`config.mk`:
```
export PLATFORM = sky130hd
export DESIGN_NAME = stop_it_ctrl
export DESIGN_NICKNAME = d
export VERILOG_FILES = /design/src/rtl/stop_it_ctrl.sv
export SDC_FILE = /design/constraint.sdc
export NUM_CORES = 1
export LEC_CHECK = 0
export BUFFER_PORTS_ARGS = -buffer_cell sky130_fd_sc_hd__buf_2
export CORE_ASPECT_RATIO = 0.7
export CORE_MARGIN = 2
export CORE_UTILIZATION = 55
export DETAILED_ROUTE_END_ITERATION = 10
export PLACE_DENSITY = 0.87
export SKIP_CTS_REPAIR_TIMING = 1
export SLEW_MARGIN = 20
export SYNTH_ARGS = -nofsm -noshare
export SYNTH_HDL_FRONTEND = slang
export SYNTH_SLANG_ARGS = --single-unit
```
`constraint.sdc`:
```
create_clock -name clk_i -period 2.1 [get_ports clk_i]
set_input_delay 0 -clock clk_i [delete_from_list [all_inputs] [get_ports clk_i]]
set_output_delay 0 -clock clk_i [all_outputs]
set_load 0.02 [all_outputs]
```
`src/rtl/stop_it_ctrl.sv`:
```
// rtl/stop_it_ctrl.sv - "Stop It" game sequencer: paces shifts, judges stop, tracks level.
// Optional STOP_IT_AUTOSTART_EN: after the win animation go straight to LOAD instead of IDLE.
module stop_it_ctrl #(
    parameter int unsigned DIV_INIT      = 8,
    parameter int unsigned DIV_MIN       = 2,
    parameter int unsigned NUM_LEDS      = 16,
    parameter int unsigned BLINK_TOGGLES = 6
) (
    input  logic       clk_i,
    input  logic       rst_i,
    input  logic       tick_i,
    input  logic       start_i,
    input  logic       stop_i,
    output logic       load_o,
    output logic       shift_o,
    output logic       off_o,
    output logic [3:0] level_o,
    output logic       win_o,
    output logic       lose_o,
    output logic       busy_o
);

    localparam int unsigned DIV_MAX = (DIV_INIT > DIV_MIN) ? DIV_INIT : DIV_MIN;
    localparam int unsigned DIV_W   = $clog2(DIV_MAX + 1);
    localparam int unsigned SH_W    = $clog2(NUM_LEDS + 1);
    localparam int unsigned BL_W    = $clog2(BLINK_TOGGLES + 1);

    typedef enum logic [2:0] {
        S_IDLE,
        S_LOAD,
        S_RUN,
        S_WIN,
        S_LOSE
    } state_t;

    state_t            state_q, state_d;
    logic [3:0]        level_q, level_d;
    logic [SH_W-1:0]   shift_cnt_q, shift_cnt_d;
    logic [DIV_W-1:0]  div_cnt_q, div_cnt_d;
    logic [BL_W-1:0]   blink_cnt_q, blink_cnt_d;
    logic              off_q, off_d;
    logic              bar_full;

    // Shift period shrinks by one tick per level, clamped at DIV_MIN without wrapping.
    function automatic logic [DIV_W-1:0] period(input logic [3:0] lvl);
        int unsigned p;
        if (DIV_INIT > 32'(lvl) + DIV_MIN) begin
            p = DIV_INIT - 32'(lvl);
        end else begin
            p = DIV_MIN;
        end
        return DIV_W'(p);
    endfunction

    assign bar_full = (shift_cnt_q == SH_W'(NUM_LEDS));

    always_ff @(posedge clk_i or posedge rst_i) begin
        if (rst_i) begin
            state_q     <= S_IDLE;
            level_q     <= '0;
            shift_cnt_q <= '0;
            div_cnt_q   <= '0;
            blink_cnt_q <= '0;
            off_q       <= 1'b0;
        end else begin
            state_q     <= state_d;
            level_q     <= level_d;
            shift_cnt_q <= shift_cnt_d;
            div_cnt_q   <= div_cnt_d;
            blink_cnt_q <= blink_cnt_d;
            off_q       <= off_d;
        end
    end

    always_comb begin
        state_d     = state_q;
        level_d     = level_q;
        shift_cnt_d = shift_cnt_q;
        div_cnt_d   = div_cnt_q;
        blink_cnt_d = blink_cnt_q;
        off_d       = off_q;
        shift_o     = 1'b0;

        case (state_q)
            S_IDLE: begin
                if (start_i) begin
                    state_d = S_LOAD;
                end
            end

            S_LOAD: begin
                shift_cnt_d = '0;
                div_cnt_d   = period(level_q);
                state_d     = S_RUN;
            end

            S_RUN: begin
                // A stop press always wins priority over a tick in the same cycle.
                if (stop_i) begin
                    if (bar_full) begin
                        state_d = S_WIN;
                    end else begin
                        state_d = S_LOSE;
                        off_d   = 1'b1;
                    end
                end else if (tick_i) begin
                    if (div_cnt_q > DIV_W'(1)) begin
                        div_cnt_d = div_cnt_q - DIV_W'(1);
                    end else if (!bar_full) begin
                        shift_o     = 1'b1;
                        shift_cnt_d = shift_cnt_q + SH_W'(1);
                        div_cnt_d   = period(level_q);
                    end else begin
                        state_d = S_LOSE;
                        off_d   = 1'b1;
                    end
                end
            end

            S_WIN: begin
                if (tick_i) begin
                    off_d = ~off_q;
                    if (blink_cnt_q == BL_W'(BLINK_TOGGLES - 1)) begin
                        off_d       = 1'b0;
                        blink_cnt_d = '0;
                        level_d     = (level_q == 4'd15) ? level_q : level_q + 4'd1;
`ifdef STOP_IT_AUTOSTART_EN
                        state_d     = S_LOAD;
`else
                        state_d     = S_IDLE;
`endif
                    end else begin
                        blink_cnt_d = blink_cnt_q + BL_W'(1);
                    end
                end
            end

            S_LOSE: begin
                if (start_i) begin
                    level_d = '0;
                    off_d   = 1'b0;
                    state_d = S_LOAD;
                end
            end

            default: begin
                state_d = S_IDLE;
            end
        endcase
    end

    assign load_o  = (state_q == S_LOAD);
    assign win_o   = (state_q == S_WIN);
    assign lose_o  = (state_q == S_LOSE);
    assign busy_o  = (state_q == S_LOAD) || (state_q == S_RUN) || (state_q == S_WIN);
    assign off_o   = off_q;
    assign level_o = level_q;

endmodule
```
==> results by group <==
Status
  • Status: finished clean

STA
  • Final hold violation count: 0
  • Hold_ws: 0.08101 ns
  • Worst-case headroom to the max-slew limit: 48.59%
  • Number of pins with negative max-slew slack in the final report: 0
  • Actual transition at the worst max-transition pin: 0.7702 ns
  • Fraction of the cycle the final worst path needs: 93.59%
  • RSZ-0062 raised after global routing: no
  • Final setup TNS: 0 ns
  • # setup viols final: 0
  • Clock skew after layout: 0.001640 ns
  • Period minus WS final: 1.965 ns
  • PnR worst setup slack: 0.1345 ns
  • Maximum clock frequency: 508.8 MHz

Worst setup path
  • Arr. time, crit path: 2.10 ns
  • Setup crit end kind: flip-flop
  • Kind of cell with the highest combined delay on the critical path: simple AND/OR/NAND/NOR gates
  • Data required time at the worst endpoint: 2.24 ns
  • Sum of buffers and inverters on the critical path: 0
  • Cell at the slowest stage of the critical path: dfrtp_1
  • Peak fanout along the critical path: 9
  • Category of the worst setup path launch point: flip-flop
  • Kind of critical path: flip-flop to flip-flop
  • Timing startpoint of the critical path: state_q[0]
  • Reg-to-reg startpoint: state_q[0]
  • Stage delay of the slowest cell on the critical path: 0.52 ns
  • Worst-path cell chain: nor2_1 > and2_1 > nand2_1 > a221oi_2 > mux2_1

Logic synthesis
  • Total standard cell area after synthesis: 0.001426 mm^2
  • Post-synthesis instance total: 147
  • Post-synthesis sequential element count: 20
  • Dominant combinational cell family by area after synthesis: simple AND/OR/NAND/NOR gates
  • Register area share after synthesis: 35.09%
  • Mean instance size in the synthesized netlist: 9.703 um^2
  • Synthesized-area fraction occupied by and/or/nand/nor cells: 24.74%
  • Count of flip-flops with a built-in enable after synthesis: 0
  • Number of library cell types mapped by synthesis: 50
  • Share of flip-flops with an asynchronous set or reset after synthesis: 100.0%
  • Post-synthesis net count: 162
  • Mux share of post-synthesis cell area: 3.772%
  • Most frequently used flop master after synthesis: dfrtp_1
  • Yosys synthesis warning count: 0
  • Post-synthesis share of cell area spent on full adders, half adders and majority gates: 8.772%
  • Post-Synth XOR/XNOR Area: 3.684%
  • Complex-gate fraction of the synthesized area: 18.25%

Placement
  • Number of port buffers: 14
  • Weighted congestion at the end of routability-driven global placement: 0.9053
  • Half-perimeter wire length after detailed placement: 2238 um
  • Minimum setup slack after placement: 0.1438 ns

GRT
  • Number of global-route vias before repair: 1095
  • Wire length of the first global-routing pass: 5071 um
  • Number of antenna violations at the first check in global routing: 0
  • Final global-route overflow total: 0
  • Maximum number of pins on one net before global-route repair: 21
  • Total routing resource utilization after global routing: 22.37%

Routing
  • First drt pass iteration count: 5
  • Routed len/inst: 15.60 um
  • Detailed Route Iter0 Violations: 59
  • Total Wirelength: 3089 um
  • DRC violations left: 0
  • Number of nets still failing antenna checks after routing: 0
  • Vias: 1177
  • Drt via density: 5.944

Floorplanning
  • Core footprint: 0.002459 mm^2
  • Cell Rows: 15
  • Starting density of the core: 58.02%
  • Die Wd: 64.87 um
  • Top Ports: 15
  • Die footprint: 0.003023 mm^2
  • Floorplan die height: 46.61 um

Clocking
  • Clock edge transition at the registers on the reported setup and hold paths: 0.07 ns
  • Clock insertion delay at the later pin of the skew report: 0.26 ns
  • Clock tree from TritonCTS: built
  • Clock sinks: 20
  • Number of buffers created by CTS: 3
  • Clock root buffer master: clkbuf_8
  • Clk buf depth: 2
  • Deepest level of the CTS H-tree: 1

Hold path
  • Hold_sp: tick_i
  • Kind of path behind the tightest hold check: input pin to flip-flop

Power and ir drop
  • Total power draw: 1769 uW
  • Worst vdd ir: 0.8732 mV
  • Power density of the placed cells: 1103 mW/mm^2
  • Static power due to leakage: 0.0007191 uW

Layout
  • Commonest non-fill, non-tap cell in the layout: dfrtp_1
  • Number of nets in the final layout: 180
  • Most used cells in the layout excluding fill and tap cells: 20 x dfrtp_1, 14 x buf_2, 12 x nand2_1
  • Area growth syn-to-layout: 12.46%
  • Antenna diodes: 0
  • Fraction of final layout cells with drive strength greater than 1: 22.56%

Flow run
  • Max-cap check violation count: 0
==> Yosys cell counts, types with 3 or more instances <==
library cell	count	area share [%]
nor2_1	9	2.4
inv_1	11	2.9
ha_1	10	8.8
o21ai_1	4	1.4
nand3_1	4	1.4
dfrtp_1	20	35
o21ai_0	6	2.1
nand4_1	3	1.3
nand2_1	12	3.2
nor3_1	4	1.4
o31ai_1	4	2.1
xor2_1	3	1.8
a21oi_1	5	1.8
nor2b_1	4	1.8
xnor2_1	3	1.8
==> through the flow <==
stage | util (%) | cells | cell area (um^2)
final | 65.24 | 198 | 1604
after CTS | 63.66 | 195 | 1565
after floorplan | - | 147 | 1426
after global routing | 65.24 | 198 | 1604
after global placement | 61.42 | 191 | 1510
after detailed placement | 61.42 | 191 | 1510
==> flip-flops by register name, summed over array words and instances (netlist names) <==
| register | cells |
|---|---|
| blink_cnt_q | 3 |
| off_o | 1 |
| div_cnt_q | 4 |
| level_o | 4 |
| state_q | 3 |
| shift_cnt_q | 5 |
==> report_power, final <==
group / switching (uW) / internal (uW) / total (uW)
clock: 127 / 167 / 293
sequential: 164 / 482 / 647
combinational: 456 / 373 / 829
total: 747 / 1020 / 1770
==> layer usage <==
layer / global-route usage (%) / routed length [um] / vias up
li1: - / - / 568
met1: 28.31 / 1441 / 573
met2: 40.00 / 1516 / 32
met3: 5.379 / 114 / 4
met4: 4.255 / 17 / 0
met5: 0 / 0 / -
==> tightest hold or removal path, stage by stage <==
cell and delay [ns]:
buf_2 0.16, nand2_1 0.08, xnor2_1 0.06
==> final timing paths <==
path | endpoint | slack [ns] | cells after the start
max | off_o | 0.13 | 5
max in group asynchronous | shift_cnt_q[0] | 1.20 | 3
min in group asynchronous | div_cnt_q[1] | 0.42 | 3
max reg2reg | off_o | 0.13 | 5
min | blink_cnt_q[0] | 0.08 | 3
min reg2reg | shift_cnt_q[3] | 0.52 | 1
==> cell type report <==
type / instances / area [um^2]
clock buffer: 4 / 55.05
fill: 208 / 854.6
inverter: 12 / 45.04
multi-input combinational: 110 / 858.3
sequential: 20 / 500.5
tap: 34 / 42.54
timing repair buffer: 18 / 102.6
==> kinds of logic after synthesis <==
family                     after synthesis
AOI/OAI and AO/OA                       36
xor gates and xnor gates                 6
adders and majority gates               10
buffers and inverters                   17
DFF                                     20
muxes                                    5
and+or+nand+nor                         53
(Power assumes the default switching activity.)
